File: src/rtl/imm_pkg.sv
// Shared definitions for the decode-stage immediate generator: mode encoding,
// instruction field positions and the field extension helper.
package imm_pkg;

  // Immediate mode encoding carried on imm_sel; codes 6 and 7 are illegal.
  typedef enum logic [2:0] {
    DADDR9 = 3'd0,
    IMM12  = 3'd1,
    COND19 = 3'd2,
    BR26   = 3'd3,
    MOVZ16 = 3'd4,
    ZERO   = 3'd5
  } imm_sel_t;

  // Field positions inside the 32-bit instruction word.
  localparam int unsigned DADDR9_LSB  = 32'd12;
  localparam int unsigned DADDR9_MSB  = 32'd20;
  localparam int unsigned IMM12_LSB   = 32'd10;
  localparam int unsigned IMM12_MSB   = 32'd21;
  localparam int unsigned COND19_LSB  = 32'd5;
  localparam int unsigned COND19_MSB  = 32'd23;
  localparam int unsigned BR26_LSB    = 32'd0;
  localparam int unsigned BR26_MSB    = 32'd25;
  localparam int unsigned MOVZ16_LSB  = 32'd5;
  localparam int unsigned MOVZ16_MSB  = 32'd20;
  localparam int unsigned MOVZ_HW_LSB = 32'd21;
  localparam int unsigned MOVZ_HW_MSB = 32'd22;

  // Word-to-byte offset shift applied to branch displacements.
  localparam int unsigned BR_SHIFT = 32'd2;

  // Pull raw[msb:lsb] down to bit 0 and extend it to 64 bits. The sign bit is
  // found by masking with the top bit of the field mask so no variable bit
  // index is needed.
  function automatic logic [63:0] extend_field(
    input logic [31:0]  raw,
    input int unsigned  lsb,
    input int unsigned  msb,
    input logic         zext
  );
    logic [63:0] mask;
    logic [63:0] val;
    logic [63:0] top;
    logic        sign;
    mask = (64'd1 << (msb - lsb + 32'd1)) - 64'd1;
    val  = ({32'd0, raw} >> lsb) & mask;
    top  = mask ^ (mask >> 1);
    sign = |(val & top);
    if (zext || !sign) begin
      extend_field = val;
    end else begin
      extend_field = val | ~mask;
    end
  endfunction

endpackage

File: src/rtl/imm_extract.sv
// Combinational immediate extraction: selects the field for the requested
// mode, extends it, applies the branch shift or MOVZ placement, and flags
// illegal modes and out-of-range MOVZ placements.
module imm_extract
  import imm_pkg::*;
#(
  parameter int unsigned WIDTH        = 64,
  parameter int unsigned SHIFT_BRANCH = 1,
  parameter int unsigned HW_CHECK     = 1
) (
  input  logic [31:0]      instr_i,
  input  logic [2:0]       imm_sel_i,
  input  logic             zero_ext_i,
  output logic [WIDTH-1:0] imm_o,
  output logic             err_o
);

  localparam logic [6:0] WIDTH_L = 7'(WIDTH);

  logic [63:0] daddr_s;
  logic [63:0] imm12_s;
  logic [63:0] cond_s;
  logic [63:0] br_s;
  logic [63:0] movz_s;
  logic [1:0]  hw_s;
  logic [6:0]  movz_top_s;
  logic        movz_ovf_s;
  logic [63:0] wide_s;

  // Per-mode candidates, all computed at 64 bits and truncated at the end.
  always_comb begin
    daddr_s    = extend_field(instr_i, DADDR9_LSB, DADDR9_MSB, zero_ext_i);
    imm12_s    = extend_field(instr_i, IMM12_LSB, IMM12_MSB, zero_ext_i);
    cond_s     = extend_field(instr_i, COND19_LSB, COND19_MSB, zero_ext_i);
    br_s       = extend_field(instr_i, BR26_LSB, BR26_MSB, zero_ext_i);
    hw_s       = instr_i[MOVZ_HW_MSB:MOVZ_HW_LSB];
    // MOVZ is always zero-filled; the chunk lands at bit 16*hw.
    movz_s     = {48'd0, instr_i[MOVZ16_MSB:MOVZ16_LSB]} << {hw_s, 4'b0000};
    movz_top_s = {1'b0, hw_s, 4'b0000} + 7'd16;
    movz_ovf_s = (HW_CHECK != 32'd0) && (movz_top_s > WIDTH_L);
  end

  // Mode select; branch displacements are shifted after extension so the
  // sign reaches the top bit before truncation to WIDTH.
  always_comb begin
    wide_s = 64'd0;
    err_o  = 1'b0;
    case (imm_sel_i)
      DADDR9: begin
        wide_s = daddr_s;
        err_o  = 1'b0;
      end
      IMM12: begin
        wide_s = imm12_s;
        err_o  = 1'b0;
      end
      COND19: begin
        wide_s = (SHIFT_BRANCH != 32'd0) ? (cond_s << BR_SHIFT) : cond_s;
        err_o  = 1'b0;
      end
      BR26: begin
        wide_s = (SHIFT_BRANCH != 32'd0) ? (br_s << BR_SHIFT) : br_s;
        err_o  = 1'b0;
      end
      MOVZ16: begin
        if (movz_ovf_s) begin
          wide_s = 64'd0;
          err_o  = 1'b1;
        end else begin
          wide_s = movz_s;
          err_o  = 1'b0;
        end
      end
      ZERO: begin
        wide_s = 64'd0;
        err_o  = 1'b0;
      end
      default: begin
        wide_s = 64'd0;
        err_o  = 1'b1;
      end
    endcase
  end

  assign imm_o = wide_s[WIDTH-1:0];

endmodule

File: src/rtl/imm_gen_stage.sv
// Registered immediate generator stage: one selected, extended immediate per
// accepted instruction, held in a valid/ready pipeline register with flush.
// WIDTH is meant to lie in 32..64.
module imm_gen_stage
  import imm_pkg::*;
#(
  parameter int unsigned WIDTH        = 64,
  parameter int unsigned SHIFT_BRANCH = 1,
  parameter int unsigned HW_CHECK     = 1
) (
  input  logic             clk,
  input  logic             reset,
  input  logic             flush,
  input  logic             in_valid,
  output logic             in_ready,
  input  logic [31:0]      instr,
  input  logic [2:0]       imm_sel,
  input  logic             zero_ext,
  output logic             out_valid,
  input  logic             out_ready,
  output logic [WIDTH-1:0] imm,
  output logic [2:0]       imm_sel_q,
  output logic             err
);

  logic             valid_q, valid_d;
  logic [WIDTH-1:0] imm_q, imm_d;
  logic [2:0]       sel_q, sel_d;
  logic             err_q, err_d;

  logic [WIDTH-1:0] ext_imm_s;
  logic             ext_err_s;
  logic             accept_s;

  imm_extract #(
    .WIDTH       (WIDTH),
    .SHIFT_BRANCH(SHIFT_BRANCH),
    .HW_CHECK    (HW_CHECK)
  ) u_extract (
    .instr_i   (instr),
    .imm_sel_i (imm_sel),
    .zero_ext_i(zero_ext),
    .imm_o     (ext_imm_s),
    .err_o     (ext_err_s)
  );

  // Ready whenever the register is empty or being drained; flush does not
  // gate ready, it only blocks the capture.
  always_comb begin
    in_ready = !valid_q || out_ready;
    accept_s = in_valid && in_ready && !flush;
  end

  // Next-state: flush drops everything, capture loads a new result, otherwise
  // the result is held until the consumer takes it. Data only moves on a
  // capture so it stays stable while held and after a drain or flush.
  always_comb begin
    valid_d = valid_q;
    imm_d   = imm_q;
    sel_d   = sel_q;
    err_d   = err_q;
    if (flush) begin
      valid_d = 1'b0;
    end else if (accept_s) begin
      valid_d = 1'b1;
      imm_d   = ext_imm_s;
      sel_d   = imm_sel;
      err_d   = ext_err_s;
    end else begin
      valid_d = valid_q && !out_ready;
    end
  end

  // Pipeline register; reset overrides flush and capture.
  always_ff @(posedge clk) begin
    if (reset) begin
      valid_q <= 1'b0;
      imm_q   <= '0;
      sel_q   <= 3'd0;
      err_q   <= 1'b0;
    end else begin
      valid_q <= valid_d;
      imm_q   <= imm_d;
      sel_q   <= sel_d;
      err_q   <= err_d;
    end
  end

  assign out_valid = valid_q;
  assign imm       = imm_q;
  assign imm_sel_q = sel_q;
  assign err       = err_q && valid_q;

endmodule

File: config.mk
export PLATFORM = sky130hd
export DESIGN_NAME = imm_gen_stage
export DESIGN_NICKNAME = d
export VERILOG_FILES = /design/src/rtl/imm_pkg.sv /design/src/rtl/imm_extract.sv /design/src/rtl/imm_gen_stage.sv
export SDC_FILE = /design/constraint.sdc
export NUM_CORES = 1
export LEC_CHECK = 0
export CAP_MARGIN = 20
export CORE_UTILIZATION = 50
export CTS_CLUSTER_DIAMETER = 150
export DETAILED_ROUTE_END_ITERATION = 8
export HOLD_SLACK_MARGIN = 0.15
export PLACE_DENSITY = 0.81
export SETUP_SLACK_MARGIN = 0.05
export SKIP_CTS_REPAIR_TIMING = 1
export SYNTH_ARGS = -nofsm -noshare
export SYNTH_HDL_FRONTEND = slang
export SYNTH_HIERARCHICAL = 1
export SYNTH_SLANG_ARGS = --single-unit
File: constraint.sdc
create_clock -name clk -period 2 [get_ports clk]
set_input_delay 0.4 -clock clk [delete_from_list [all_inputs] [get_ports clk]]
set_output_delay 0.4 -clock clk [all_outputs]
set_load 0.01 [all_outputs]
==> results of run 1 <==
layout make-up:
| cell class | instances | area (um2) |
|---|---|---|
| multi-input cells | 356 | 2700 |
| fillers | 685 | 2490 |
| repair buffers | 168 | 1660 |
| flip-flops and latches | 69 | 1380 |
| clock buffers | 11 | 141 |
| well taps | 108 | 135 |
| clock inverters | 5 | 106 |
| inverters | 18 | 67.6 |
cells in the mapped netlist, drive strengths merged:
| cell type | count |
|---|---|
| a2111oi | 1 |
| a21o | 1 |
| a21oi | 2 |
| a221o | 15 |
| a22oi | 2 |
| and2 | 2 |
| and3 | 3 |
| and3b | 3 |
| and4bb | 1 |
| buf | 30 |
| clkbuf | 17 |
| dfxtp | 69 |
| inv | 18 |
| mux2 | 5 |
| mux2i | 68 |
| mux4 | 7 |
| nand2 | 16 |
| nand2b | 138 |
| nand3 | 35 |
| nand3b | 1 |
| nand4bb | 1 |
| nor2 | 4 |
| nor2b | 5 |
| nor3 | 1 |
| nor3b | 2 |
| nor4bb | 1 |
| o2111ai | 1 |
| o211ai | 20 |
| o21a | 1 |
| o21ai | 13 |
| o21bai | 1 |
| o221ai | 3 |
| o22ai | 1 |
| o31a | 1 |
| o32ai | 1 |
where the power goes:
group	switching, W	internal [W]
sequential	0.0000212	0.00141
combinational	0.000347	0.000410
clock	0.000577	0.000868
total	0.000945	0.00269
stage by stage:
step | instance area (um2) | hold slack [ns] | power (W) | std cells | util (%)
5_1_grt | 6190 | 0.496 | 0.00377 | 735 | 71.3
3_3_place_gp | 5930 | 0.460 | 0.00220 | 718 | 68.3
6_report | 6190 | 0.473 | 0.00364 | 735 | 71.3
3_5_place_dp | 5930 | 0.461 | 0.00221 | 718 | 68.3
2_1_floorplan | 4450 | 0.444 | 0.00187 | 490 | -
4_1_cts | 6170 | 0.477 | 0.00365 | 734 | 71.2
metal layers:
metal | global-route usage (%) | up-vias
met5 | 0 | -
li1 | - | 1957
met3 | 5.45 | 31
met4 | 14.2 | 0
met1 | 40.3 | 1882
met2 | 44.4 | 144
flip-flops by register name (all words and copies together), names as in the netlist:
| signal | count |
|---|---|
| err_q | 1 |
| imm | 64 |
| imm_sel_q | 3 |
| out_valid | 1 |
worst max-delay path, delay by kind of cell:
| kind | cells | cell delay (ns) |
|---|---|---|
| muxes | 1 | 0.07 |
| and+or+nand+nor | 2 | 0.29 |
| buffers and inverters | 3 | 0.83 |
| AOI/OAI and AO/OA | 2 | 0.55 |
worst max path at each step:
stage	startpoint	endpoint	slack, ns
3_3_place_gp	imm_sel[0]	imm[22]	-0.22
6_report	imm_sel[0]	imm[22]	0.09
2_1_floorplan	imm_sel[0]	imm[10]	0.37
3_5_place_dp	imm_sel[1]	imm[16]	-0.26
4_1_cts	out_ready	in_ready	0.07
5_1_grt	imm_sel[0]	imm[26]	0.04
cell families (layout without fill, tap and decap cells):
logic type / count (synthesis) / count (layout)
multiplexers: 80 / 80
flip-flops: 69 / 69
AO/OA/AOI/OAI: 63 / 63
buffers and inverters: 65 / 202
AND/OR/NAND/NOR: 213 / 213
==> results.sh, run 1 <==
export IMPL_ios=111
export IMPL_nets=663
export IMPL_worstSetupPathType="input port to register"
export IMPL_synth_compound_area_share_pct=11.4
export IMPL_syn_mean_instance_area_um2=9.07
export IMPL_drv_cap=0
export IMPL_place_port_buffers=104
export IMPL_power_density_nw_per_um2=587
export IMPL_cp_max_fo=20
export IMPL_die_width_um=96.3
export IMPL_postRouteAntennaNets=0
export IMPL_cts_num_sinks=69
export IMPL_min_period_ns=1.91
export IMPL_synth_area_leaders="dfxtp_1, nand2b_1, mux2i_1"
export IMPL_syn_area_um2=4450
export IMPL_dr_pass1_iters=5
export IMPL_drt_wl_total_mm=13.0
export IMPL_die_height_um=96.3
export IMPL_worst_slew_pin_slew_ns=0.403
export IMPL_drtIter0Drc=202
export IMPL_crit_slowest_cell="clkdlybuf4s50_1"
export IMPL_layout_commonest_cell="nand2b_1"
export IMPL_hold_start="imm[27]"
export IMPL_p_leak_nw=2.39
export IMPL_yosys_area_top_type="dfxtp_1"
export IMPL_startpoint_type="input port"
export IMPL_htree_levels=3
export IMPL_synthXorXnorAreaFrac_pct=0
export IMPL_cts_buffer_depth=2
export IMPL_syn_to_final_growth_pct=39.3
export IMPL_wl_met1_mm=5.95
export IMPL_end_kind="register"
export IMPL_syn_num_nets=531
export IMPL_outcome="completed"
export IMPL_yosys_area_top_type_share_pct=31.1
export IMPL_final_hold_viol_count=0
export IMPL_vdd_ir_drop_worst_v=0.000468
export IMPL_r2r_slack_ns=0.55
export IMPL_vias_per_cell=5.46
export IMPL_cts_root_buf="clkbuf_8"
export IMPL_hold_depth=2
export IMPL_worstPathArrival_ns=2.15
export IMPL_syn_inst=490
export IMPL_slowest_delay_ns=0.50
export IMPL_grt_max_degree=138
export IMPL_dp_hpwl_mm=9.39
export IMPL_cts_tree="yes"
export IMPL_regToRegStartpoint="out_valid"
export IMPL_maxUsedRoutingLayer="met4"
export IMPL_vias=4014
export IMPL_final_setup_worst_slack_ns=0.0856
export IMPL_drive_above_1_share_pct=15.9
export IMPL_fin_tns_setup_ns=0
export IMPL_final_cell_mix="nand2b_1, clkdlybuf4s50_1, dfxtp_1"
export IMPL_dieArea_um2=9270
export IMPL_wl_met3_um=708
export IMPL_wl_per_cell_um=17.7
export IMPL_rsz0062_at_grt="true"
export IMPL_insertion_delay_ns=0.35
export IMPL_relSlewSlack_pct=73.0
export IMPL_grt_overflow_total=0
export IMPL_hold_class="register to register"
export IMPL_path_cells="clkdlybuf4s50_1, buf_12, and3b_1, o31a_1, buf_4, a221o_1, nand2b_1, mux2i_1"
export IMPL_synth_top_family_by_area="simple AND/OR/NAND/NOR gates"
export IMPL_start_util_pct=51.2
export IMPL_grt_pass1_wl_mm=20.4
export IMPL_setup_violations_final=0
export IMPL_route_detailed_drc=0
export IMPL_antenna_cells=0
export IMPL_period_share_pct=95.7
export IMPL_clock_skew_final_ns=0.0116
export IMPL_gp_congestion=0.998
export IMPL_clkTransAtPathRegs_ns=0.08
export IMPL_r2r_end="imm[7]"
export IMPL_rows=34
export IMPL_ys_seq_area_share_pct=31.1
export IMPL_max_freq_mhz=522
export IMPL_synth_seq_cells=69
export IMPL_ys_warn_count=6
export IMPL_synth_cell_types=43
export IMPL_required_ns=2.24
export IMPL_hold_end="imm[27]"
export IMPL_dpl_worst_slack_ns=-0.265
export IMPL_grt_pass1_vias=3895
export IMPL_numCtsBuffers=9
export IMPL_core_um2=8680
export IMPL_yosys_area_share_simple_pct=29.0
export IMPL_synthAdderAreaFrac_pct=0
export IMPL_wl_met2_mm=5.93
export IMPL_slew_viol_final=0
export IMPL_muxShareOfSynthArea_pct=20.1
export IMPL_grt_total_usage_pct=29.4
export IMPL_ff2ff_path_depth=5
export IMPL_antenna_found_initial=0
Power figures use the tool's default switching activity.
==> inputs of run 2 (changes only) <==
--- a/config.mk
+++ b/config.mk
@@ -9,11 +9,13 @@
 export CORE_UTILIZATION = 50
 export CTS_CLUSTER_DIAMETER = 150
 export DETAILED_ROUTE_END_ITERATION = 8
-export HOLD_SLACK_MARGIN = 0.15
+export HOLD_SLACK_MARGIN = 0.05
 export PLACE_DENSITY = 0.81
 export SETUP_SLACK_MARGIN = 0.05
 export SKIP_CTS_REPAIR_TIMING = 1
+export SLEW_MARGIN = 20
 export SYNTH_ARGS = -nofsm -noshare
 export SYNTH_HDL_FRONTEND = slang
 export SYNTH_HIERARCHICAL = 1
 export SYNTH_SLANG_ARGS = --single-unit
+export TNS_END_PERCENT = 30
==> run 2 against run 1 <==
Compared with the run above: critical endpoint unchanged; core utilization about the same; register-to-register slack improved by 0.02 ns; hold slack about the same; final cell count unchanged; power about the same; combinational power about the same; largest power group unchanged.
==> results.sh, run 2 (same netlist as run 1, synthesis figures left out) <==
export IMPL_htree_levels=3
export IMPL_instances_no_fill=735
export IMPL_hold_class="register to register"
export IMPL_seq_area_um2=1380
export IMPL_fin_util_pct=71.3
export IMPL_largest_reg_flops=64
export IMPL_route_detailed_drc=0
export IMPL_vdd_ir_drop_worst_v=0.000468
export IMPL_rsz0062_at_grt="true"
export IMPL_comb_power_share_pct=20.8
export IMPL_die_height_um=96.3
export IMPL_dr_pass1_iters=5
export IMPL_power_density_nw_per_um2=588
export IMPL_drv_cap=0
export IMPL_clock_skew_final_ns=0.0106
export IMPL_vias_per_cell=5.51
export IMPL_grt_total_usage_pct=29.4
export IMPL_die_width_um=96.3
export IMPL_antenna_found_initial=0
export IMPL_cts_tree="yes"
export IMPL_final_hold_viol_count=0
export IMPL_core_um2=8680
export IMPL_ios=111
export IMPL_cts_buffer_depth=2
export IMPL_worstPathArrival_ns=2.19
export IMPL_period_share_pct=97.3
export IMPL_dp_hpwl_mm=9.39
export IMPL_pwr_share_clk_pct=39.8
export IMPL_min_period_ns=1.95
export IMPL_grt_max_degree=138
export IMPL_p_sw_w=0.000946
export IMPL_vias=4053
export IMPL_numCtsBuffers=9
export IMPL_outcome="completed"
export IMPL_fin_area_um2=6190
export IMPL_multi_input_area_um2=2700
export IMPL_n_fill_cell=683
export IMPL_placed_cells=718
export IMPL_antenna_cells=0
export IMPL_grt_pass1_wl_mm=20.4
export IMPL_slew_viol_final=0
export IMPL_start_util_pct=51.2
export IMPL_netSwitchingFraction_pct=26.0
export IMPL_whs_ns=0.473
export IMPL_grt_pass1_vias=3895
export IMPL_placed_area_um2=5930
export IMPL_p_leak_nw=2.39
export IMPL_insertion_delay_ns=0.35
export IMPL_p_seq_share_pct=39.4
export IMPL_cts_root_buf="clkbuf_8"
export IMPL_final_setup_worst_slack_ns=0.0537
export IMPL_startpoint_type="input port"
export IMPL_rows=34
export IMPL_worst_slew_pin_slew_ns=0.428
export IMPL_drtIter0Drc=190
export IMPL_nets=663
export IMPL_postRouteAntennaNets=0
export IMPL_end_kind="register"
export IMPL_max_freq_mhz=514
export IMPL_gp_congestion=0.998
export IMPL_dieArea_um2=9270
export IMPL_final_cell_mix="nand2b_1, clkdlybuf4s50_1, dfxtp_1"
export IMPL_drive_above_1_share_pct=15.9
export IMPL_cts_num_sinks=69
export IMPL_required_ns=2.24
export IMPL_grt_overflow_total=0
export IMPL_syn_to_final_growth_pct=39.2
export IMPL_layout_commonest_cell="nand2b_1"
export IMPL_place_port_buffers=104
export IMPL_wl_per_cell_um=17.7
export IMPL_clkTransAtPathRegs_ns=0.08
export IMPL_drt_wl_total_mm=13.0
export IMPL_relSlewSlack_pct=71.4
export IMPL_dpl_worst_slack_ns=-0.265
export IMPL_setup_violations_final=0
export IMPL_cp_max_fo=20
export IMPL_worstSetupPathType="input port to register"
export IMPL_intPower_w=0.00269
[run 2: layer usage]
layer,vias to the layer above,GRT usage (%),wire (um)
met3,37,5.45,887
met4,0,14.2,478
met5,-,0,0
li1,1958,-,-
met2,173,44.4,5910
met1,1885,40.3,5740
[run 2: critical path, cell delays in order]
cell and delay [ns]:
clkdlybuf4s50_1 0.50, buf_12 0.17, buf_4 0.18, nor3b_2 0.07, o31a_1 0.27, buf_4 0.16, a221o_1 0.26, nand2b_1 0.09
mux2i_1 0.07
[run 2: power groups by stage]
stage / Combinational (W) / Clock (W) / Sequential (W)
floorplan: 0.000388 / 0 / 0.00148
global placement: 0.000741 / 0 / 0.00146
detailed placement: 0.000748 / 0 / 0.00146
CTS: 0.000752 / 0.00146 / 0.00143
global route: 0.000812 / 0.00152 / 0.00144
finish: 0.000757 / 0.00145 / 0.00143
[run 2: worst paths after layout]
path / start / endpoint / slack [ns] / cells after the start
setup / recovery: imm_sel[0] / imm[22] / 0.05 / 9
hold / removal: imm[27] / imm[27] / 0.47 / 2
setup reg to reg: out_valid / imm[7] / 0.57 / 5
hold reg to reg: imm[27] / imm[27] / 0.47 / 2
[run 2: stage by stage]
step / total power (W) / TNS, ns
2_1_floorplan: 0.00187 / 0
3_3_place_gp: 0.00220 / -9.31
4_1_cts: 0.00365 / 0
6_report: 0.00364 / 0
5_1_grt: 0.00377 / 0
3_5_place_dp: 0.00221 / -11.20
[run 2: layout make-up]
type / instances / share of cell area [%]
clock inverters: 5 / 1.72
multi-input cells: 356 / 43.6
repair buffers: 168 / 26.8
well taps: 108 / 2.18
flip-flops and latches: 69 / 22.3
inverters: 18 / 1.09
clock buffers: 11 / 2.29
==> RTL edit (flow settings as in run 1) <==
`WIDTH` is set to 64 in 2 places; all go to 60. Comments in the files are not updated.
--- a/src/rtl/imm_extract.sv
+++ b/src/rtl/imm_extract.sv
@@ -4,7 +4,7 @@
 module imm_extract
   import imm_pkg::*;
 #(
-  parameter int unsigned WIDTH        = 64,
+  parameter int unsigned WIDTH        = 60,
   parameter int unsigned SHIFT_BRANCH = 1,
   parameter int unsigned HW_CHECK     = 1
 ) (
--- a/src/rtl/imm_gen_stage.sv
+++ b/src/rtl/imm_gen_stage.sv
@@ -4,7 +4,7 @@
 module imm_gen_stage
   import imm_pkg::*;
 #(
-  parameter int unsigned WIDTH        = 64,
+  parameter int unsigned WIDTH        = 60,
   parameter int unsigned SHIFT_BRANCH = 1,
   parameter int unsigned HW_CHECK     = 1
 ) (
Ports: changed (resized imm); port bits go from 111 to 107. No check against the original RTL was run, so the function may have changed too.
==> RTL edit against run 1 <==
Worst setup slack improved by 74 ps; combinational power fell by 10%; synthesized area fell by 5.7%; synthesized cell count fell by 7.1%; total power fell by 8.0%; via count fell by 7.5%; wire length fell by 14%; sequential share of layout area rose by 0.59 points; final area fell by 8.2%; final cell count fell by 7.3%; sequential cell count fell by 4; critical path type unchanged; critical endpoint is now imm[3].
==> RTL edit: results <==
group,metric,value,unit
sta,slew_headroom,72.8,%
layout,final_nets,612,
sta,fin_skew,9.34,ps
drt,routed_via_density,5.45,
yosys,synth_cell_types,41,
status,outcome,"finished, final reports clean",
place,numPortBuffers,100,
layout,drive_gt1_share,15.8,%
drt,wirelength,11200,µm
yosys,ys_seq_area_share,31.1,%
global_route,grt.total_usage,26.8,%
layout,largest_reg_flops,60,
pwr,power_leakage,2.24,nW
place,hpwl,8150,µm
yosys,yosys_warnings,6,
global_route,grt_pass1_wl,18000,µm
global_route,grt_start_max_net_pins,130,
global_route,first_global_vias,3576,
setup_path,critPathMaxFanout,22,
yosys,ys_top_cells_by_area,"dfxtp_1, nand2b_1, mux2i_1",
pwr,p_int,2.47,mW
layout,final_area,5680,µm²
setup_path,arrival,2120,ps
pwr,vdd_drop_max,0.000378,V
yosys,ys_top_cells_by_count,"nand2b_1, dfxtp_1, mux2i_1",
layout,fill_cells,629,
clock_tree,cts_inserted_buffers,9,
place,place_congestion,0.934,
place,dpl_cell_area,5450,µm²
drt,drt_iter0_drc,342,
RTL edit: cell count changes after synthesis, sizes merged, moves of 6 or more:
cell / before / now
o211ai: 20 / 1
inv: 18 / 5
nand3: 35 / 47
o21ai: 13 / 5
a22o: 0 / 7
a32oi: 0 / 6
nand2b: 138 / 132
RTL edit: area by class of cell:
type                       instances  share of cell area (%)
inverter                           5                   0.330
clock buffer                      11                    2.66
clock inverter                     5                    1.37
multi-input combinational        341                    44.8
tap                              105                    2.31
sequential                        65                    22.9
timing repair buffer             149                    25.6
RTL edit: kinds of logic (layout without fill, tap and decap cells):
family	after synthesis	in the layout	share of synthesized area, %
and+or+nand+nor	221	221	31.0
muxes	79	79	21.2
DFF	65	65	31.1
buffers and inverters	49	170	8.45
AOI/OAI and AO/OA	41	41	8.33
RTL edit: path summary, 6_finish.rpt:
check        cells after the start      end  slack (ps)        from
max                              8   imm[3]         160  imm_sel[0]
min                              2  imm[52]         470     imm[52]
max reg2reg                      4  imm[44]         550   out_valid
min reg2reg                      2  imm[52]         470     imm[52]
RTL edit: critical path: stages:
cell	delay (ps)
clkdlybuf4s50_1	450
buf_12	180
nor3b_2	330
and2_1	230
buf_4	170
a22o_1	160
nand2b_1	60
mux2i_1	130
RTL edit: per-stage QoR:
step	setup slack, ps	instances	setup TNS [ps]	hold WS, ps	power, mW
floorplan	576	455	0	444	1.77
global placement	-159	665	-4940	457	2.04
detailed placement	-195	665	-6320	465	2.05
CTS	60.1	681	0	479	3.36
global route	69.8	681	0	492	3.47
finish	159	681	0	474	3.34
RTL edit: metal layers:
metal / share of wire, % / track usage (%)
met2: 48 / 44.2
met1: 44 / 34.9
met5: 0 / 0
met4: 1.5 / 9.62
met3: 6.1 / 4.72
RTL edit: power groups by stage:
stage / Combinational, mW / Clock, mW / Sequential (mW)
global route: 0.726 / 1.39 / 1.35
floorplan: 0.376 / 0 / 1.39
detailed placement: 0.674 / 0 / 1.38
CTS: 0.676 / 1.33 / 1.35
finish: 0.679 / 1.31 / 1.35
global placement: 0.666 / 0 / 1.38
